### src/rtl/sram_controller.sv
// sram_controller: sequences 32-bit loads/stores as two 16-bit SRAM half-accesses
// and freezes the pipeline via ready until the access completes.
module sram_controller #(
   parameter int          ACCESS_CYCLES = 2,
   parameter logic [31:0] DATA_BASE     = 32'd1024
) (
   input  logic        clk,
   input  logic        rst,
   input  logic        rd_en,
   input  logic        wr_en,
   input  logic [31:0] address,
   input  logic [31:0] write_data,
   output logic [31:0] read_data,
   output logic        ready,
   output logic [17:0] sram_addr,
   output logic [15:0] sram_dq_out,
   input  logic [15:0] sram_dq_in,
   output logic        sram_dq_oe,
   output logic        sram_we_n
);
   typedef enum logic [1:0] {IDLE, LO, HI, DONE} state_t;
   state_t      state_q, state_d;
   logic [3:0]  cnt_q, cnt_d;
   logic        op_rd_q, op_rd_d;
   logic [16:0] idx_q, idx_d;
   logic [31:0] wdata_q, wdata_d, rdata_q, rdata_d;
   logic [17:0] sa_q, sa_d;
   logic [15:0] dq_q, dq_d;
   logic        oe_q, oe_d;
   logic        req, last, latch, acc;
   always_comb begin
      req   = rd_en | wr_en;
      last  = cnt_q == 4'(ACCESS_CYCLES - 1);
      latch = state_q == IDLE && req;
      case (state_q)
         IDLE:    state_d = req ? LO : IDLE;
         LO:      state_d = last ? HI : LO;
         HI:      state_d = last ? DONE : HI;
         default: state_d = IDLE;
      endcase
      cnt_d   = (state_q inside {LO, HI} && !last) ? cnt_q + 4'd1 : 4'd0;
      op_rd_d = latch ? rd_en : op_rd_q;
      idx_d   = latch ? 17'((address - DATA_BASE) >> 2) : idx_q;
      wdata_d = latch ? write_data : wdata_q;
      // bus outputs are computed from the next state so they are registered yet aligned with it
      acc  = state_d inside {LO, HI};
      oe_d = acc && !op_rd_d;
      sa_d = acc ? {idx_d, state_d == HI} : 18'd0;
      dq_d = oe_d ? (state_d == HI ? wdata_d[31:16] : wdata_d[15:0]) : 16'd0;
      rdata_d = !(op_rd_q && last) ? rdata_q :
                state_q == LO ? {rdata_q[31:16], sram_dq_in} :
                state_q == HI ? {sram_dq_in, rdata_q[15:0]} : rdata_q;
   end
   always_ff @(posedge clk or posedge rst) begin
      if (rst) begin
         state_q <= IDLE;
         cnt_q   <= '0;
         op_rd_q <= 1'b0;
         idx_q   <= '0;
         wdata_q <= '0;
         rdata_q <= '0;
         sa_q    <= '0;
         dq_q    <= '0;
         oe_q    <= 1'b0;
      end else begin
         state_q <= state_d;
         cnt_q   <= cnt_d;
         op_rd_q <= op_rd_d;
         idx_q   <= idx_d;
         wdata_q <= wdata_d;
         rdata_q <= rdata_d;
         sa_q    <= sa_d;
         dq_q    <= dq_d;
         oe_q    <= oe_d;
      end
   end
   assign ready       = state_q == DONE || (state_q == IDLE && !req);
   assign read_data   = rdata_q;
   assign sram_addr   = sa_q;
   assign sram_dq_out = dq_q;
   assign sram_dq_oe  = oe_q;
   assign sram_we_n   = ~oe_q;
endmodule
### config.mk
export PLATFORM = sky130hd
export DESIGN_NAME = sram_controller
export DESIGN_NICKNAME = d
export VERILOG_FILES = /design/src/rtl/sram_controller.sv
export SDC_FILE = /design/constraint.sdc
export NUM_CORES = 1
export LEC_CHECK = 0
export ABC_AREA = 1
export CAP_MARGIN = 15
export CORE_ASPECT_RATIO = 0.7
export CORE_UTILIZATION = 49
export CTS_BUF_LIST = sky130_fd_sc_hd__clkbuf_8
export CTS_CLUSTER_DIAMETER = 50
export CTS_CLUSTER_SIZE = 16
export DETAILED_ROUTE_END_ITERATION = 6
export PLACE_DENSITY_LB_ADDON = 0.3
export SYNTH_ARGS = -nofsm -noshare
export SYNTH_HDL_FRONTEND = slang
export SYNTH_SLANG_ARGS = --single-unit
### constraint.sdc
create_clock -name clk -period 4.54 [get_ports clk]
set_input_delay 0.908 -clock clk [delete_from_list [all_inputs] [get_ports clk]]
set_output_delay 0.908 -clock clk [all_outputs]
set_load 0.005 [all_outputs]
# [Word-level counts from Yosys, hierarchy flattened]
# Index checks and enable logic that the tools add are counted.
[word_totals] in_bits=84 regBits=123 wordCells=47 out_inout_bits=69
[classes] muxes=12 reduce_logical=14 eq_ne=6 addsub=2 bitwise_logic=3
[op_table] operator="16-bit two-way mux" count=3
[op_table] operator="32-bit two-way mux" count=1
[op_table] operator="19-bit by 11-bit subtractor with 19-bit output (second input constant)" count=1
[op_table] operator="18-bit two-way mux" count=1
[op_table] operator="17-bit two-way mux" count=1
[op_table] operator="2-bit equality test (second input constant)" count=3
[op_table] operator="2-bit one-hot mux with 3 select lines" count=1
[op_table] operator="1-bit logical AND" count=5
[op_table] operator="4-bit by 1-bit adder with 4-bit output (second input constant)" count=1
[op_table] operator="2-bit by 1-bit equality test with 1-bit output (second input constant)" count=2
[op_table] operator="4-bit by 1-bit equality test with 1-bit output (second input constant)" count=1
[op_table] operator="4-bit two-way mux" count=1
[op_table] operator="2-bit nonzero test" count=2
[op_table] operator="1-bit logical NOT" count=3
[op_table] operator="1-bit two-way mux" count=3
[op_table] operator="3-bit AND reduction" count=1
[op_table] operator="2-bit logical NOT" count=1
[op_table] operator="2-bit two-way mux" count=1
[op_table] operator="1-bit NOT" count=2
[op_table] operator="2-bit AND reduction" count=1
[op_table] operator="1-bit logical OR" count=1
[op_table] operator="1-bit OR" count=1

# [Longest topological paths before layout]
[depth] ltp_word=7 mapped_depth=13 mapped_depth_nobuf=12

# [Worst setup path before layout]
# Ideal clock, no wire load.
[synth_path] kind="input -> register" start="in rd_en" end="reg sa_q[10] (netlist: sram_addr[10])" required_time_ns=4.408 setup_ns=0.132 setup_slack_ns=2.028 arrival_ns=2.380 path_buffers=4 cell_stages=11 cell_sequence="inv_2 -> nand2_2 -> nand2_4 -> buf_6 -> buf_4 -> nand3_1 -> nand2_1 -> ha_1 -> buf_2 -> clkbuf_1 -> nor2_1"
[synth_between] elab_chain_cells=6 word_cells_on_any_way=9 classes_between="eq/ne: 2; mux: 4; bitwise: 1; reduce/logical: 2"
[synth_rtl] element="start, declared" line_no="9" text="input logic rd_en,"
[synth_rtl] element="1-bit OR (*)" line_no="32" text="req = rd_en | wr_en;"
[synth_rtl] element="1-bit two-way mux" line_no="36" text="IDLE: state_d = req ? LO : IDLE;"
[synth_rtl] element="2-bit one-hot mux with 3 select lines" line_no="35" text="case (state_q)"
[synth_rtl] element="2-bit by 1-bit equality test with 1-bit output / 2-bit equality test (equally long branches)" line_no="46" text="acc = state_d inside {LO, HI};"
[synth_rtl] element="2-bit nonzero test" line_no="46"
[synth_rtl] element="18-bit two-way mux (*)" line_no="48" text="sa_d = acc ? {idx_d, state_d == HI} : 18'd0;"
[synth_rtl] element="named net sa_d[10]" line_no="27" text="logic [17:0] sa_q, sa_d;"
[synth_rtl] element="end signal, assigned" line_no="62" text="sa_q <= '0;"
[synth_rtl] element="end signal, assigned" line_no="72" text="sa_q <= sa_d;"
[synth_rtl] element="end, declared" line_no="27"
# Mark *: on every way through the listed nets, which the timed path passes. The rest lies on a longest branch.
# A chain may end at the register's enable or synchronous reset.

# [Final worst setup path]
[layout_path] start="in rd_en" end="out ready"
[layout_between] elab_chain_cells=4
[layout_rtl] element="1-bit OR" line_no="32"
[layout_rtl] element="1-bit logical NOT" line_no="77" text="assign ready = state_q == DONE || (state_q == IDLE && !req);"
[layout_rtl] element="1-bit logical AND" line_no="77"
[layout_rtl] element="1-bit logical OR" line_no="77"
[layout_rtl] element="end, declared" line_no="14" text="output logic ready,"
# No other way between the ends.

==> impl_metrics.yaml <==
yosys:
  syn_avg_cell_area_um2: 9.251
  synth_edf_count: 0
  synth_top_family_by_area: "simple AND/OR/NAND/NOR gates"
  synth_compound_area_share_pct: 9.352
  synth_top_area_share_pct: 60.38
  synth_area_mm2: 0.005097
  ys_warn_count: 0
  synth_cells: 551
  synth_adder_area_share_pct: 1.964
  synthTopCellsByArea: "dfrtp_1 (60%), nand2_1 (10%), inv_1 (5.4%)"
  synth.area.mux_share_pct: 0
  ys_seq_area_share_pct: 60.38
  synth_area_leader_cell: "dfrtp_1"
  yosysUniqueCellTypes: 27
  synthesis.nets: 643
  async_reset_ff_share_pct: 100.0
  synth-simple-area-share_pct: 19.49
  ys.flop_type: "dfrtp_1"
  yosys.area_share.xor_xnor_pct: 0.3436
  ys_ff_latch: 123
floorplan:
  fp-row-count: 30
  io_pins: 153
  start_util_pct: 51.44
  die_area_mm2: 0.01082
  die_w_um: 123.9
  die_h_um: 87.34
  core_area_mm2: 0.009910
pwr:
  power_density_mw_per_mm2: 673.0
  switchingPower_w: 0.001618
  pwr-share-clk_pct: 21.9
  p_int_w: 0.003057
  seqPwrFrac_pct: 37.9
  leakagePower_nw: 3.468
  combPwrFrac_pct: 40.2
  switching_share_pct: 34.62
  peakVddDrop_mv: 0.3645
outcome:
  status: "finished clean"
timing:
  slew_violations: 0
  fin_crit_sh_pct: 66.31
  skew_ns: 0.01151
  min_period_ns: 3.011
  setup_tns_ns: 0
  rsz0062_at_grt: "no"
  worst_pin_slew_ns: 0.9749
  fmax_ghz: 0.3322
  postLayoutSetupSlackWorst_ns: 1.529
  hold_violations: 0
  slew-limit-headroom_pct: 35.01
  setup_viol: 0
grt:
  grt_util_met1_pct: 29.29
  grt-busiest-layer: "met2"
  use_met2_pct: 36.36
  grt-ovfl-total: 0
  grt.met3_usage_pct: 5.825
  antenna_found_initial: 0
  grt_use_total_pct: 22.37
  grt_pass1_vias: 3820
  grt_max_degree: 91
  grt_pass1_wl_um: 18230
cts:
  cts_tree: "done"
  h-tree-depth: 4
  root_buffer: "clkbuf_8"
  clk_pin_slew_ns: 0.07
  post-cts-setup-buffers: 0
  cts_num_sinks: 123
  cts_hold_buf: 0
  worstSkewPairLatency_ns: 0.42
  cts_max_path_buffers: 2
  post_cts_resized: 0
  numCtsBuffers: 17
critical_path:
  crit_end: "ready"
  r2r-end: "sram_addr[15]"
  path_class: "input port to output pin"
  crit_fanout: 3
  r2r_cells: 8
  cp-end-kind: "output pin"
  cp.arrival_ns: 2.10
  required_ns: 3.63
  crit_start: "rd_en"
  start_kind: "input port"
  r2r-start: "state_q[0]"
  r2r_slack_ns: 2.12
place:
  dp.final_hpwl_um: 7529
  port_buffers: 137
  gp_congestion: 0.7738
  dp_slack_ns: 1.327
layout:
  n_fill_cell: 777
  antenna-diode-count: 0
  drive_gt1_share_pct: 9.986
  flow.area_growth_from_synthesis_pct: 36.28
  nNetsFinal: 780
routing:
  vias_per_cell: 4.762
  ant_nets: 0
  drtIter0Drc: 233
  post-route-drc-count: 0
  wirelength_um: 11110
  dr_total_vias: 3948
  routedWlPerCell_um: 13.40
  drt_first_pass_iters: 4
hold_path:
  hold_start: "wdata_q[19]"
  min_path_type: "flip-flop to flip-flop"
job:
  maxCapViolations: 0
[power by group through the flow]
| stage | logic [W] | clock network (W) | registers [W] |
|---|---|---|---|
| floorplan | 0.00113 | 0 | 0.00178 |
| global placement | 0.00182 | 0 | 0.00176 |
| detailed placement | 0.00190 | 0 | 0.00179 |
| CTS | 0.00191 | 0.00104 | 0.00177 |
| global route | 0.00213 | 0.00110 | 0.00182 |
| finish | 0.00188 | 0.00103 | 0.00177 |
[logic make-up (layout without fill, tap and decap cells)]
group / Yosys count / in the layout
and+or+nand+nor: 233 / 233
DFF: 123 / 123
buffers and inverters: 100 / 250
AOI/OAI and AO/OA: 85 / 85
adders and majority gates: 8 / 8
xor gates and xnor gates: 2 / 2
[layout make-up]
class / count / area, um2 / area share [%]
tap: 128 / 160.2 / 2.305
multi-input combinational: 328 / 1588 / 22.86
clock inverter: 14 / 177.7 / 2.558
inverter: 77 / 294.0 / 4.233
clock buffer: 18 / 247.7 / 3.566
timing repair buffer: 141 / 1401 / 20.17
sequential: 123 / 3078 / 44.31
[synth_stat cells, types with 2 or more instances]
library cell / n
nand2_2: 10
nand2_1: 142
clkbuf_1: 8
buf_2: 4
inv_1: 73
dfrtp_1: 123
buf_4: 8
o21ai_0: 51
nand3_2: 2
a21oi_1: 4
o21ai_1: 13
or2_2: 5
nand3_1: 12
nor2_1: 50
ha_1: 8
nor2_2: 9
inv_2: 3
o211ai_1: 16
nand2_4: 2
[cell usage in the layout (no fill, tap or decap), drive strengths merged]
master         netlist  final
nand2              154    154
clkdlybuf4s50        0    137
dfrtp              123    123
inv                 77     78
o21ai               65     65
nor2                60     60
clkbuf               8     18
o211ai              16     16
nand3               14     14
ha                   8      8
clkinv               0      7
or2                  5      5
a21oi                4      4
bufinv               0      4
buf                 15      4
clkinvlp             0      2
xor2                 1      1
xnor2                1      1
[how the worst min path moves through the flow]
stage	end	slack [ns]	depth (start not counted)
4_1_cts	idx_q[12]	0.48	2
5_1_grt	wdata_q[25]	0.50	2
6_report	wdata_q[19]	0.48	2
2_1_floorplan	idx_q[10]	0.44	2
3_5_place_dp	idx_q[11]	0.46	2
3_3_place_gp	wdata_q[19]	0.46	2
[state kept, by name, summed over array words and instances, names as in the netlist]
register	flops
idx_q	17
cnt_q	4
op_rd_q	1
state_q	2
sram_dq_out	16
wdata_q	32
read_data	32
sram_addr	18
sram_dq_oe	1
[layer usage]
layer | wire, um | up-vias | share of wire, %
met1 | 4949 | 1870 | 45
met2 | 5442 | 102 | 49
met5 | 0 | - | 0
met4 | 49 | 0 | 0.44
met3 | 671 | 4 | 6.0
li1 | - | 1972 | -
[per-stage QoR]
| step | util, % | cells | hold slack, ns | area (um2) | total power (W) |
|---|---|---|---|---|---|
| floorplan | - | 551 | 0.4436 | 5097 | 0.002907 |
| global placement | 65.81 | 797 | 0.4583 | 6521 | 0.003585 |
| detailed placement | 65.81 | 797 | 0.4615 | 6521 | 0.003689 |
| CTS | 70.10 | 829 | 0.4803 | 6947 | 0.004727 |
| global route | 70.10 | 829 | 0.5008 | 6947 | 0.005049 |
| finish | 70.10 | 829 | 0.4777 | 6947 | 0.004675 |
[critical path: stages]
cell and delay, ns:
clkdlybuf4s50_1 0.43, inv_2 0.11, nand3_1 0.08, nand2_1 0.07, clkdlybuf4s50_1 0.50
No activity file was read; power rests on OpenSTA's default activity.
